===== config.mk =====
export PLATFORM = sky130hd
export DESIGN_NAME = zigzag_buffer
export DESIGN_NICKNAME = d
export VERILOG_FILES = /design/src/rtl/zigzag_buffer.sv
export SDC_FILE = /design/constraint.sdc
export NUM_CORES = 1
export LEC_CHECK = 0
export BUFFER_PORTS_ARGS = -buffer_cell sky130_fd_sc_hd__buf_2
export CORE_AREA = 10 10 391 298
export DETAILED_ROUTE_END_ITERATION = 6
export DIE_AREA = 0 0 401 308
export PLACE_DENSITY = 0.53
export SETUP_SLACK_MARGIN = 0.15
export SLEW_MARGIN = 25
export SYNTH_ARGS = -nofsm -noshare
export SYNTH_HDL_FRONTEND = slang
export SYNTH_SLANG_ARGS = --single-unit

===== constraint.sdc =====
create_clock -name clk -period 7.8 [get_ports clk]
set_clock_uncertainty 0.2 [all_clocks]
set_input_delay 0 -clock clk [delete_from_list [all_inputs] [get_ports clk]]
set_output_delay 0 -clock clk [all_outputs]
set_load 0.02 [all_outputs]

===== src/rtl/zigzag_buffer.sv =====
// Ping-pong 8x8 coefficient buffer: raster-order writes into one bank while the
// other bank is read back in JPEG zigzag order.
module zigzag_buffer #(
  parameter int DATA_WIDTH = 8
) (
  input  logic                         clk,
  input  logic                         rst,
  input  logic                         in_valid,
  input  logic signed [DATA_WIDTH-1:0] in_data,
  output logic                         in_ready,
  output logic                         out_valid,
  output logic signed [DATA_WIDTH-1:0] out_data,
  output logic                         out_last,
  input  logic                         out_ready,
  output logic                         overflow
);

  // Bank select is the address MSB; reads are asynchronous so the first
  // coefficient is presented the cycle after its block completes.
  logic signed [DATA_WIDTH-1:0] mem_q [0:127];

  logic [1:0] full_q, full_d;
  logic       wbank_q, wbank_d;
  logic       rbank_q, rbank_d;
  logic [5:0] wcnt_q, wcnt_d;
  logic [5:0] rcnt_q, rcnt_d;
  logic       overflow_q, overflow_d;
  logic       wr_en, rd_en;

  function automatic logic [5:0] zz_addr(input logic [5:0] idx);
    logic [5:0] r;
    r = '0;
    case (idx)
      6'd0:  r = 6'd0;   6'd1:  r = 6'd1;   6'd2:  r = 6'd8;   6'd3:  r = 6'd16;
      6'd4:  r = 6'd9;   6'd5:  r = 6'd2;   6'd6:  r = 6'd3;   6'd7:  r = 6'd10;
      6'd8:  r = 6'd17;  6'd9:  r = 6'd24;  6'd10: r = 6'd32;  6'd11: r = 6'd25;
      6'd12: r = 6'd18;  6'd13: r = 6'd11;  6'd14: r = 6'd4;   6'd15: r = 6'd5;
      6'd16: r = 6'd12;  6'd17: r = 6'd19;  6'd18: r = 6'd26;  6'd19: r = 6'd33;
      6'd20: r = 6'd40;  6'd21: r = 6'd48;  6'd22: r = 6'd41;  6'd23: r = 6'd34;
      6'd24: r = 6'd27;  6'd25: r = 6'd20;  6'd26: r = 6'd13;  6'd27: r = 6'd6;
      6'd28: r = 6'd7;   6'd29: r = 6'd14;  6'd30: r = 6'd21;  6'd31: r = 6'd28;
      6'd32: r = 6'd35;  6'd33: r = 6'd42;  6'd34: r = 6'd49;  6'd35: r = 6'd56;
      6'd36: r = 6'd57;  6'd37: r = 6'd50;  6'd38: r = 6'd43;  6'd39: r = 6'd36;
      6'd40: r = 6'd29;  6'd41: r = 6'd22;  6'd42: r = 6'd15;  6'd43: r = 6'd23;
      6'd44: r = 6'd30;  6'd45: r = 6'd37;  6'd46: r = 6'd44;  6'd47: r = 6'd51;
      6'd48: r = 6'd58;  6'd49: r = 6'd59;  6'd50: r = 6'd52;  6'd51: r = 6'd45;
      6'd52: r = 6'd38;  6'd53: r = 6'd31;  6'd54: r = 6'd39;  6'd55: r = 6'd46;
      6'd56: r = 6'd53;  6'd57: r = 6'd60;  6'd58: r = 6'd61;  6'd59: r = 6'd54;
      6'd60: r = 6'd47;  6'd61: r = 6'd55;  6'd62: r = 6'd62;  6'd63: r = 6'd63;
      default: r = '0;
    endcase
    return r;
  endfunction

  assign in_ready  = !full_q[wbank_q];
  assign out_valid = full_q[rbank_q];
  assign out_data  = mem_q[{rbank_q, zz_addr(rcnt_q)}];
  assign out_last  = out_valid && (rcnt_q == 6'd63);
  assign overflow  = overflow_q;

  assign wr_en = in_valid && in_ready;
  assign rd_en = out_valid && out_ready;

  always_ff @(posedge clk) begin
    if (wr_en) begin
      mem_q[{wbank_q, wcnt_q}] <= in_data;
    end
  end

  // A write only ever targets a non-full bank and a read only a full one, so a
  // same-cycle set and clear always land on different bits of full_d.
  always_comb begin
    full_d     = full_q;
    wbank_d    = wbank_q;
    rbank_d    = rbank_q;
    wcnt_d     = wcnt_q;
    rcnt_d     = rcnt_q;
    overflow_d = overflow_q;
    if (wr_en) begin
      wcnt_d = wcnt_q + 6'd1;
      if (wcnt_q == 6'd63) begin
        full_d[wbank_q] = 1'b1;
        wbank_d         = ~wbank_q;
      end
    end
    if (rd_en) begin
      rcnt_d = rcnt_q + 6'd1;
      if (rcnt_q == 6'd63) begin
        full_d[rbank_q] = 1'b0;
        rbank_d         = ~rbank_q;
      end
    end
    if (in_valid && !in_ready) begin
      overflow_d = 1'b1;
    end
  end

  always_ff @(posedge clk or posedge rst) begin
    if (rst) begin
      full_q     <= '0;
      wbank_q    <= 1'b0;
      rbank_q    <= 1'b0;
      wcnt_q     <= '0;
      rcnt_q     <= '0;
      overflow_q <= 1'b0;
    end else begin
      full_q     <= full_d;
      wbank_q    <= wbank_d;
      rbank_q    <= rbank_d;
      wcnt_q     <= wcnt_d;
      rcnt_q     <= rcnt_d;
      overflow_q <= overflow_d;
    end
  end

endmodule


# Yosys cells after proc, flatten, opt, wreduce, memory -nomap -nowiden
# Memory sizes are Yosys's and may differ from the RTL's.
# Cells that the tools add are included.
[classes]
addsub = 2
order_cmp = 4
n_eq_ne = 2
n_mux = 14
n_bitwise = 5
reduce_logical = 9
[ops]
columns = ["cell", "n"]
rows = [
  ["$add A6 B1 Y6 const B", 2],
  ["$eq A6 B6 Y1 const B", 2],
  ["$mux W1", 8],
  ["$mux W2", 4],
  ["$logic_and A1 B1 Y1", 6],
  ["$lt A1 B2 Y1 const B", 2],
  ["$reduce_and A2 Y1", 2],
  ["$and A2 B2 Y2", 1],
  ["$demux W1 S1", 2],
  ["$ge A1 B1 Y1 const B", 2],
  ["$not A1 Y1", 2],
  ["$not A2 Y2", 1],
  ["$or A2 B2 Y2", 1],
  ["$logic_not A1 Y1", 1],
]
[word_totals]
ff_bits = 17
ramBits = 1024
romBits = 384
in_bits = 12
memories = 2
[memory_table]
columns = ["memory", "depth", "word_bits", "rd", "rd_clocked_by_memory_dff", "write_ports", "line_no", "source"]
rows = [
  ["mem_q", 128, 8, 1, 0, 1, "20", "logic signed [DATA_WIDTH-1:0] mem_q [0:127];"],
  ["(no name shown)", 64, 6, 1, 0, 0, "33", "case (idx)"],
]

# Longest topological paths before layout
[logic_depth]
depth_word = 10
ltp_mapped = 17

# Worst setup path before layout
# OpenSTA, ideal clock, no wires.
[synth_path]
path_kind = "register to output"
from = "reg rcnt_q[0]"
to = "out out_data[6]"
arrival_ns = 3.360
required_ns = 7.600
path_slack_ns = 4.240
stages_incl_launch_ff = 15
path_cell_list = "dfrtp_1 buf_2 inv_1 ha_1 nand2b_1 a211o_1 o211ai_4 o21ai_2 buf_6 buf_6 mux2_2 o22ai_1 nor4_1 nand4_1 o311ai_1"
[synth_between]
elab_chain_len = 2
[synth_lines]
columns = ["item", "line_no", "source"]
rows = [
  ["from (decl)", "26", "logic [5:0] rcnt_q, rcnt_d;"],
  ["from (signal assigned)", "111", "rcnt_q <= rcnt_d;"],
  ["$mem_v2 Z64 W6", "n/a", ""],
  ["$mem_v2 Z128 W8", "n/a", ""],
  ["to (decl)", "12", "output logic signed [DATA_WIDTH-1:0] out_data,"],
]
# No other way between the ends.

# Worst setup path in the final report
[layout_path]
from = "reg rcnt_q[0]"
to = "out out_data[7]"
# The elaborated chain is that of the path after synthesis.

==> flow_metrics.tcl <==
set metrics [dict create \
    status "completed" \
    clk_latency_ns 0.70 \
    final_cell_mix "edfxtp_1 (1024), nand2_1 (534), nand3_1 (205)" \
    syn_area_per_cell_um2 14.0 \
    port_buffers 23 \
    hold_class "input port to register" \
    dp.cells 4383 \
    syn_area_um2 43100 \
    antenna_found_initial 4 \
    grt_max_degree 169 \
    period_needed_ns 6.74 \
    clk_pin_slew_ns 0.07 \
    nFillCells 9700 \
    postSynthRegisterBits 1041 \
    final_common_cell "edfxtp_1" \
    powerDensity_nw_per_um2 244 \
    multi_input_area_um2 10800 \
    syn_to_final_growth_pct 10.9 \
    max-vdd-ir-drop_mv 0.187 \
    critPathMaxFanout 168 \
    vias_per_cell 5.79 \
    yosysSeqAreaShare_pct 72.3 \
    maxSlewHeadroom_pct 31.6 \
    wl_met1_um 55900 \
    cap_violations 0 \
    fp-row-count 105 \
    cp.arrival_ns 6.54 \
    highest_layer "met5" \
    grt_pass1_wl_um 177000 \
    dpl.hpwl_um 74000 \
    cts_buffers 101 \
    drt-pass1-iter-count 6 \
    wire_per_inst_um 26.6 \
    async_reset_ff_share_pct 1.63 \
    cts_tree "built" \
    die_area_um2 124000 \
    ctsHtreeMaxLevel 3 \
    grt_usage_pct 19.1 \
    die_height_um 308 \
    synth.top_cell.area_share_pct 71.3 \
    power.leakage_nw 15.8 \
    fmax_mhz 148 \
    io-pin-count 24 \
    die_w_um 401 \
    synth-main-ff-cell "edfxtp_1" \
    drt-total-wl_um 122000 \
    num_vias 26492 \
    slowest_stage "a2111oi_0" \
    period_share_pct 86.5 \
    regArea_um2 31200 \
    place.gp.congestion 0.883 \
    met2_length_um 53600 \
    cpPeakStageDelay_ns 0.64 \
    syn_nets 3097 \
    wl_met3_um 9380 \
    path_cells "inv_1 -> ha_1 -> nand2b_1 -> a211o_1 -> o211ai_4 -> buf_4 -> o21a_4 -> buf_12 -> a211oi_1 -> a31o_1 -> a2111oi_0 -> nand4_1 -> o211ai_1 -> buf_2" \
    crit_type "register to primary output" \
    synth_area_leaders "edfxtp_1 (71%), nand2_1 (4.7%), mux2_2 (2.5%), nand3_1 (2.4%), o211ai_1 (1.9%)" \
    gr-total-overflow 0 \
    synth_area_leader_cell "edfxtp_1" \
    rsz0062_at_grt "no" \
    hold_violations 0 \
    nets 3084 \
    dr.first_iter.drc_count 2822 \
    cts_setup_buffers 0 \
    setup_tns_ns 0 \
    post_cts_resized 0 \
    maxSlewViolCount 0 \
    critPathRequiredTime_ns 7.60 \
    drive_gt1_share_pct 10.6 \
    start_util_pct 39.6 \
    setup_viol 0 \
    grt_pass1_vias 25145 \
    clockBufferDepth 3 \
    ys_warn_count 0 \
    cts.sinks 1041 \
    drc 0 \
    tightest_slew_ns 1.03 \
    synth_edf_count 1024 \
    fin_util_pct 44.0 \
    hold_slack_ns 0.0602 \
    fp.coreArea_um2 109000 \
    ant_nets 0 \
    clockRootBuffer "clkbuf_16" \
    yosysUniqueCellTypes 84 \
    cp-end-kind "primary output" \
    syn-instance-count 3069 \
    final_cells 4577 \
    cp-start-kind "register" \
]
==> worst max-delay path: cells and delay by family (launching register included) <==
family                   cells  cell delay (ns)
flip-flops                   1             0.58
AND/OR/NAND/NOR              2             0.73
AO/OA/AOI/OAI                7             2.22
adder cells (fa/ha/maj)      1             0.47
buffers and inverters        4             1.49
==> routing by layer <==
metal  vias up  track usage, %
li1      11651               -
met1     13503            28.7
met2      1150            28.5
met3       184            3.26
met4         4            4.77
met5         -               0
==> report_power, final <==
part / leakage, nW / switching, W / internal [W]
clock network: 1.56 / 0.00211 / 0.00272
logic: 4.82 / 0.000446 / 0.0000882
registers: 9.41 / 0.0000538 / 0.00626
total: 15.8 / 0.00261 / 0.00907
==> synth_stat cells, types with 8 or more instances <==
cell       count
a2111o_1       8
a2111oi_0      8
a211oi_1      67
a21boi_0      18
a21o_1         8
a21oi_1       62
a311oi_1       8
a31oi_1       28
a32o_1        16
a32oi_1       24
and2_1        16
and3_1        55
buf_1         18
buf_2         64
buf_4         19
buf_6         20
clkbuf_1      73
dfrtp_1       17
edfxtp_1    1024
ha_1          16
inv_1         54
mux2_2        96
mux2i_1       79
nand2_1      536
nand2b_1      10
nand3_1      207
nand4_1       16
nor2_1       150
nor2b_1       14
nor3_1        17
nor4_1        15
o211ai_1     109
o21a_1         8
o21ai_0       27
o22ai_1       44
xnor2_1       12
==> cells by family (layout without fill, tap and decap cells) <==
kind of cell	after synthesis	count (layout)	share of synthesized area [%]
AOI/OAI and AO/OA	505	505	8.63
xor gates and xnor gates	12	12	0.244
adders and majority gates	16	16	0.464
buffers and inverters	251	314	2.89
DFF	1041	1041	72.3
muxes	178	178	4.48
other	0	1	0
and+or+nand+nor	1066	1066	11.0
==> final timing paths <==
check                                           start                      to  slack, ns  cells past startpoint
worst min-delay path                         in_valid   wcnt_q[0]$_DFFE_PP0P_       0.06                      4
worst min register to register  wcnt_q[4]$_DFFE_PP0P_   wcnt_q[4]$_DFFE_PP0P_       0.34                      1
min in group asynchronous                         rst   wcnt_q[1]$_DFFE_PP0P_       0.41                      4
max in group asynchronous                         rst   rcnt_q[3]$_DFFE_PP0P_       6.36                      4
worst max-delay path            rcnt_q[0]$_DFFE_PP0P_             out_data[7]       1.06                     14
worst max register to register    wbank_q$_DFFE_PP0P_  mem_q[62][1]$_DFFE_PP_       3.44                      5
==> area by class of cell <==
| class | count | share of cell area, % |
|---|---|---|
| Sequential cell | 1041 | 65.2 |
| Multi-Input combinational cell | 1777 | 22.5 |
| Clock buffer | 125 | 5.52 |
| Tap cell | 1444 | 3.78 |
| Timing Repair Buffer | 80 | 1.43 |
| Clock inverter | 54 | 1.13 |
| Inverter | 55 | 0.432 |
| Antenna cell | 1 | 0.00523 |
==> sequential cells by signal (all words and copies together), names as in the netlist <==
register and flops:
wcnt_q 6, rbank_q 1, mem_q 1024, overflow 1, rcnt_q 6, wbank_q 1, full_q 2
==> per-stage QoR <==
stage / area, um^2 / worst slack (ns) / total power (W)
floorplan: 43100 / 4.24 / 0.00664
global placement: 44500 / 1.91 / 0.00694
detailed placement: 44500 / 1.85 / 0.00696
CTS: 47800 / 1.07 / 0.0118
global route: 47800 / 0.792 / 0.0120
finish: 47800 / 1.06 / 0.0117
==> repair_timing <==
item,in CTS,in global routing
hold buffers,13,0
endpoints found under the hold margin,457,0
setup endpoints to repair,0,0
No activity file was read; power rests on OpenSTA's default activity.
